## src/rtl/round_sat_stream.sv

```systemverilog
// round_sat_stream: multi-channel rounding/saturation stage with valid/ready handshake
// Ports: clk, rst_n (async, active low); mode selects floor/half-up/half-even/half-away;
// in_valid/in_ready/din input beat; out_valid/out_ready/dout/sat_flag registered output beat;
// clr_cnt clears sat_cnt, the saturating count of accepted beats with any channel clamped.
module round_sat_stream #(
  parameter int DATA_WIDTH_IN  = 16,
  parameter int DATA_WIDTH_OUT = 8,
  parameter int NUM_CH         = 1,
  parameter int SAT_CNT_WIDTH  = 16
) (
  input  logic                               clk,
  input  logic                               rst_n,
  input  logic [1:0]                         mode,
  input  logic                               in_valid,
  output logic                               in_ready,
  input  logic [NUM_CH*DATA_WIDTH_IN-1:0]    din,
  output logic                               out_valid,
  input  logic                               out_ready,
  output logic [NUM_CH*DATA_WIDTH_OUT-1:0]   dout,
  output logic [NUM_CH-1:0]                  sat_flag,
  input  logic                               clr_cnt,
  output logic [SAT_CNT_WIDTH-1:0]           sat_cnt
);
  localparam int W = DATA_WIDTH_IN;
  localparam int O = DATA_WIDTH_OUT;
  localparam int F = W - O;
  localparam logic [O-1:0] MAXV = ~(O'(1) << (O-1));
  logic [NUM_CH*O-1:0] dout_nx;
  logic [NUM_CH-1:0] sat_nx;
  logic acc;
  for (genvar c = 0; c < NUM_CH; c++) begin : g_ch
    if (F == 0) begin : g_pass
      assign dout_nx[c*O +: O] = din[c*W +: W];
      assign sat_nx[c] = 1'b0;
    end else begin : g_rnd
      localparam logic [F-1:0] H = F'(1) << (F-1);
      logic [O-1:0] q;
      logic [F-1:0] f;
      logic inc;
      logic [O:0] sum;
      always_comb begin
        q = din[c*W+F +: O];
        f = din[c*W +: F];
        inc = mode == 2'b00 ? 1'b0 :
              mode == 2'b01 ? f >= H :
              mode == 2'b10 ? (f > H || (f == H && q[0])) :
                              (f > H || (f == H && !q[O-1]));
        sum = {q[O-1], q} + (O+1)'(inc);
      end
      // q already fits the output range, so only q == MAXV with inc can overflow
      assign sat_nx[c] = !sum[O] && sum[O-1];
      assign dout_nx[c*O +: O] = sat_nx[c] ? MAXV : sum[O-1:0];
    end
  end
  assign in_ready = !out_valid || out_ready;
  assign acc = in_valid && in_ready;
  always_ff @(posedge clk or negedge rst_n) begin
    if (!rst_n) begin
      out_valid <= 1'b0;
      dout      <= '0;
      sat_flag  <= '0;
      sat_cnt   <= '0;
    end else begin
      out_valid <= acc || (out_valid && !out_ready);
      if (acc) begin
        dout     <= dout_nx;
        sat_flag <= sat_nx;
      end
      sat_cnt <= clr_cnt ? '0 :
                 (acc && |sat_nx && !(&sat_cnt)) ? sat_cnt + SAT_CNT_WIDTH'(1) : sat_cnt;
    end
  end
endmodule

```

## config.mk

```make
export PLATFORM = sky130hd
export DESIGN_NAME = round_sat_stream
export DESIGN_NICKNAME = d
export VERILOG_FILES = /design/src/rtl/round_sat_stream.sv
export SDC_FILE = /design/constraint.sdc
export NUM_CORES = 1
export LEC_CHECK = 0
export CAP_MARGIN = 20
export CORE_MARGIN = 3
export CORE_UTILIZATION = 25
export CTS_BUF_LIST = sky130_fd_sc_hd__clkbuf_4 sky130_fd_sc_hd__clkbuf_8
export CTS_CLUSTER_DIAMETER = 200
export DETAILED_ROUTE_END_ITERATION = 7
export PLACE_DENSITY = 0.48
export SYNTH_ARGS = -nofsm -noshare
export SYNTH_HDL_FRONTEND = slang
export SYNTH_SLANG_ARGS = --single-unit
```

## constraint.sdc

```tcl
create_clock -name clk -period 2.11 [get_ports clk]
set_input_delay 0.422 -clock clk [delete_from_list [all_inputs] [get_ports clk]]
set_output_delay 0.422 -clock clk [all_outputs]
set_load 0.005 [all_outputs]
```

==> flow_metrics.py <==
metrics = {
    "global_routing": {
        "grt_pass1_wl_um": 7170,
        "globalRoute.busiestLayer": "met2",
        "antenna_found_initial": 0,
        "grt_usage_pct": 12.3,
        "use_met2_pct": 20.9,
        "grt_pass1_vias": 1530,
        "grt_max_degree": 27,
        "use_met3_pct": 1.77,
        "met1_usage_pct": 16.0,
        "grt_remaining_overflow": 0,
    },
    "setup_path": {
        "crit_path_end": "sat_cnt[7]$_DFFE_PN0P_",
        "end_kind": "flop",
        "cp.required_ns": 2.31,
        "rr_worst_depth": 5,
        "reg2reg_setup_slack_ns": 0.18,
        "startpoint": "din[7]",
        "crit_fanout": 4,
        "cp-start-kind": "primary input",
        "worstSetupPathType": "primary input to flop",
        "r2r_start": "sat_cnt[2]$_DFFE_PN0P_",
        "worst_r2r_endpoint": "sat_cnt[7]$_DFFE_PN0P_",
        "crit_arrival_ns": 2.73,
    },
    "pwr": {
        "p_leak_nw": 0.971,
        "power_switching_w": 0.000256,
        "switching_share_pct": 24.8,
        "p_clk_share_pct": 27.4,
        "peakVddDrop_mv": 0.216,
        "powerDensity_nw_per_um2": 423,
        "pwr-share-comb_pct": 21.0,
        "power_frac_seq_pct": 51.6,
        "internal_power_w": 0.000778,
    },
    "yosys": {
        "syn_area_um2": 1530,
        "synth_nets": 189,
        "ys.warnings.count": 0,
        "ys_ff_latch": 26,
        "yosysSeqAreaShare_pct": 42.6,
        "synthArstFlopShare_pct": 100,
        "synthDistinctLibCells": 40,
        "synth_flop_cell": "dfrtp_1",
        "synth-edff-count": 0,
        "avgSynthCellArea_um2": 9.38,
        "synthCells": 163,
    },
    "timing": {
        "worst_slew_pin_slew_ns": 0.371,
        "finalSetupTns_ns": -5.28,
        "rsz0062_at_grt": "true",
        "slew_violations": 0,
        "slew_headroom_pct": 75.0,
        "period_needed_ns": 2.53,
        "fin_crit_sh_pct": 120,
        "setup_ws_ns": -0.415,
        "setup_violations": 23,
        "clock.fmax_mhz": 396,
        "fin_skew_ns": 0.00718,
        "finalHoldViolCount": 0,
    },
    "flow_run": {
        "cap_violations": 0,
    },
    "finish": {
        "fin_area_um2": 2450,
        "syn_to_final_growth_pct": 60.1,
        "layout.nets": 262,
        "layout-drive-gt1-share_pct": 26.5,
        "antenna_cells": 0,
        "stdcell_count": 306,
    },
    "clock_tree": {
        "htreeDepth": 1,
        "cts_tree": "yes",
        "clock_latency_ns": 0.27,
        "clk_root_buffer_cell": "clkbuf_8",
        "clockBufferDepth": 2,
        "holdBufCountCts": 0,
        "cts_buffers": 3,
        "clkSlewWorstSetupHoldPaths_ns": 0.09,
        "cts.sinks": 26,
    },
    "drt": {
        "wl_per_cell_um": 14.7,
        "first_pass_iters": 4,
        "drtAntennaViolNets": 0,
        "drt_iter0_markers": 31,
        "vias": 1521,
        "routed_wl_um": 4500,
        "vias_per_cell": 4.97,
        "drc_errors": 0,
    },
    "floorplanning": {
        "die_w_um": 84.2,
        "initial_core_util_pct": 26.8,
        "die-area_um2": 7090,
        "ios": 50,
        "num_rows": 27,
        "die_h_um": 84.2,
        "core-area_um2": 5710,
    },
    "placement": {
        "placed_cells": 301,
        "globalplace.congestion": 0.738,
        "placed_area_um2": 2290,
        "dpl.hpwl_um": 3260,
        "io_buffers": 49,
    },
    "min_path": {
        "hp-class": "flop to flop",
    },
    "run_status": {
        "violations": "setup timing",
        "status": "finished with violations",
    },
}
## final cells by class
type / instances / area (um2)
Clock buffer: 3 / 41.3
Fill cell: 556 / 3260
Inverter: 5 / 18.8
Multi-Input combinational cell: 124 / 936
Sequential cell: 26 / 651
Tap cell: 72 / 90.1
Timing Repair Buffer: 76 / 711
## layer usage
metal / part of all wire, % / vias to the layer above
li1: - / 753
met1: 47 / 739
met2: 49 / 27
met3: 2.9 / 2
met4: 0.80 / 0
met5: 0 / -
## repair_timing
action,4_1_cts,5_1_grt
setup endpoints to repair,25,25
pin swaps,17,10
cloned,0,0
setup buffers,2,0
gates resized for setup,33,17
## cells in the mapped netlist (2+ instances only)
master    number  share of area [%]
buf_2          4                1.3
and3_4         2                1.5
xnor2_1        2                1.1
nor2_1         7                1.7
nor4_1         2               0.82
and2_1         2               0.82
nand4_1        3                1.2
o21ai_0        3               0.98
inv_1          5                1.2
nand2b_1       3                1.2
nand3_1       10                3.3
or4_1          8                3.9
clkbuf_1       2               0.49
nand2_1       20                4.9
o41ai_1        5                2.9
or3_1          2               0.82
ha_1           3                2.5
or4b_1         4                2.6
o31ai_1        7                3.4
xor2_1         3                1.7
o21bai_1       2               0.98
a21oi_1       20                6.5
o22a_1         2                1.1
dfrtp_1       26                 43
## stage by stage
| stage | setup slack, ns | hold WS [ns] | total power, W | util (%) |
|---|---|---|---|---|
| after detailed placement | -1.03 | 0.477 | 0.000748 | 40.1 |
| after floorplan | -0.427 | 0.126 | 0.000601 | - |
| after global placement | -0.984 | 0.472 | 0.000746 | 40.1 |
| after global routing | -0.536 | 0.529 | 0.00109 | 42.9 |
| after CTS | -0.526 | 0.515 | 0.00104 | 41.8 |
| final | -0.415 | 0.511 | 0.00103 | 42.9 |
## worst min-delay path by stage
stage / slack (ns) / cells after the start / startpoint / endpoint
floorplan: 0.13 / 0 / rst_n / dout[0]$_DFFE_PN0P_
global placement: 0.47 / 2 / dout[7]$_DFFE_PN0P_ / dout[7]$_DFFE_PN0P_
detailed placement: 0.48 / 2 / sat_flag$_DFFE_PN0P_ / sat_flag$_DFFE_PN0P_
CTS: 0.52 / 2 / sat_flag$_DFFE_PN0P_ / sat_flag$_DFFE_PN0P_
global route: 0.53 / 2 / dout[7]$_DFFE_PN0P_ / dout[7]$_DFFE_PN0P_
finish: 0.51 / 2 / sat_flag$_DFFE_PN0P_ / sat_flag$_DFFE_PN0P_
## cells by family after synthesis
family,synth area share (%)
AND/OR/NAND/NOR,28.7
flip-flops,42.6
adder cells (fa/ha/maj),2.46
multiplexers,1.39
buffers and inverters,4.01
AO/OA/AOI/OAI,18.0
XOR/XNOR,2.86
## registers in the layout, indices dropped and copies added (netlist names)
signal / cells
sat_cnt: 16
sat_flag: 1
dout: 8
out_valid: 1
## worst max-delay path, cell delays in order
cell and delay (ns):
clkdlybuf4s50_1 0.44, a21boi_2 0.14, ha_2 0.23, buf_6 0.12, ha_4 0.14, nand2_4 0.05, mux2_4 0.27, nor4b_4 0.28
or4b_4 0.50, a21oi_2 0.15
## power by group through the flow
stage / clock network (W) / registers (W) / logic, W
detailed placement: 0 / 0.000545 / 0.000204
global route: 0.000315 / 0.000538 / 0.000235
global placement: 0 / 0.000543 / 0.000203
floorplan: 0 / 0.000546 / 0.0000555
CTS: 0.000298 / 0.000535 / 0.000207
finish: 0.000283 / 0.000534 / 0.000217
## cell usage in the layout, fill, tap and decap left out, types with 2 or more instances in the layout
master	netlist	routed
nand2b_1	3	3
clkdlybuf4s15_1	0	2
nand4_1	3	3
nand2_1	20	16
or4_1	8	8
or3_1	2	2
a21oi_2	0	6
nand2_4	0	2
nor2_1	7	7
o21bai_1	2	2
and2_1	2	2
xnor2_1	2	2
xor2_1	3	3
nand3_1	10	10
o41ai_1	5	4
o21ai_1	1	2
buf_6	1	6
clkdlybuf4s50_1	0	38
a21oi_1	20	13
o31ai_1	7	7
or4b_1	4	3
o22a_1	2	2
dfrtp_1	26	26
dlygate4sd2_1	0	4
inv_1	5	5
buf_4	0	22
and3_4	2	2
nand2_2	0	2
clkbuf_8	0	3
Power figures use the tool's default switching activity.
==> patch, RTL diff (same settings) <==
Reset style: synchronous (`rst_n`), changed in one clocked block. Comments in the files are not updated.
--- a/src/rtl/round_sat_stream.sv
+++ b/src/rtl/round_sat_stream.sv
@@ -56,3 +56,3 @@
   assign acc = in_valid && in_ready;
-  always_ff @(posedge clk or negedge rst_n) begin
+  always_ff @(posedge clk) begin
     if (!rst_n) begin
Check against the original RTL: differs if rst_n is asserted again (counterexample within 4 cycles, from zero or initial values and one cycle with rst_n low); with rst_n held inactive, the same outputs for 10 cycles.
==> patch against the original RTL <==
The flow still finishes with violations (setup timing). Wire length decreased by 5.1%. Final area down 3.3%. Combinational power fell by 18%. Sequential cell count is the same. Worst hold slack lost 0.029 ns. Area after synthesis shrank 12%. Critical path type unchanged. Sequential share of layout area decreased by 4.6 points. Critical path depth is 1 higher. Worst setup slack gained 0.11 ns. Total power is 5.9% lower.
==> patch: results <==
set metrics [dict create \
    grt_pass1_wl_um 7065 \
    use_met1_pct 17.22 \
    outcome "finished with violations" \
    yosys.area.top_type "dfxtp_1" \
    synth_xor_area_share_pct 5.190 \
    setup_viol 23 \
    dp_hpwl_um 3223 \
    synth_mux_area_share_pct 2.410 \
    pre_cts_ws_ns -1.003 \
    reg2regPathDepth 8 \
    fill_cells 508 \
    irDropWorstVdd_mv 0.2343 \
    yosys-top-cells-count "26 x dfxtp_1, 26 x nand2_1, 12 x a21oi_1" \
    ys_seq_area_share_pct 38.55 \
    placed_area_sq_um 2096 \
    nets 271 \
    p_leak_nw 0.8852 \
    first_global_vias 1494 \
    async_flop_share_pct 0 \
    avgRoutedWirePerCell_um 13.63 \
    gp_congestion 0.8102 \
    slew_headroom_pct 74.79 \
    violations "setup timing" \
    max_stage_delay_ns 0.54 \
    synth_compound_gate_area_share_pct 16.96 \
    crit_path_max_fanout 7 \
    stdcell_count 313 \
    dpl.cell_count 302 \
    grt_use_total_pct 13.77 \
    finalWorstSetupSlack_ns -0.3084 \
]
patch: metal layers:
layer,vias to the layer above,wire length [um]
li1,765,-
met1,722,1866
met2,34,2182
met3,2,201
met4,0,15
met5,-,0
patch: worst paths after layout:
check / start / end / slack [ns]
min reg2reg: sat_flag / sat_flag / 0.48
max reg2reg: sat_cnt[1] / sat_cnt[1] / 0.08
max: din[6] / sat_cnt[15] / -0.31
min: sat_flag / sat_flag / 0.48
patch: final cells by class:
class,instances,area [sq um],share of cell area [%]
clock buffer,3,41.29,1.745
inverter,4,15.01,0.6346
multi-input combinational,129,944.7,39.93
sequential,26,520.5,22.00
tap,70,87.58,3.702
timing repair buffer,81,757.0,31.99
patch: logic make-up (layout without fill, tap and decap cells):
family	Yosys count	in the layout
buf+inv	8	88
mux	2	2
compound gates	38	38
fa+ha+maj	3	3
simple gates	78	78
xor+xnor	8	8
flops	26	26
patch: repair_timing:
item | in CTS | in global routing
setup buffers | 5 | 4
resized for setup | 40 | 23
endpoints found under the setup margin | 25 | 25
pin swaps | 23 | 14
hold buffers | 0 | 0
patch: where the power goes:
group          switching (mW)  total [mW]  internal (mW)
clock                   0.158       0.286          0.128
sequential            0.00638       0.509          0.503
combinational          0.0731       0.178          0.105
total                   0.237       0.973          0.736
patch: worst reg2reg max path, delay by kind of cell (launching register included):
kind	cells	cell delay, ns
simple gates	4	0.92
buf+inv	2	0.23
fa+ha+maj	1	0.22
mux	1	0.17
flops	1	0.41
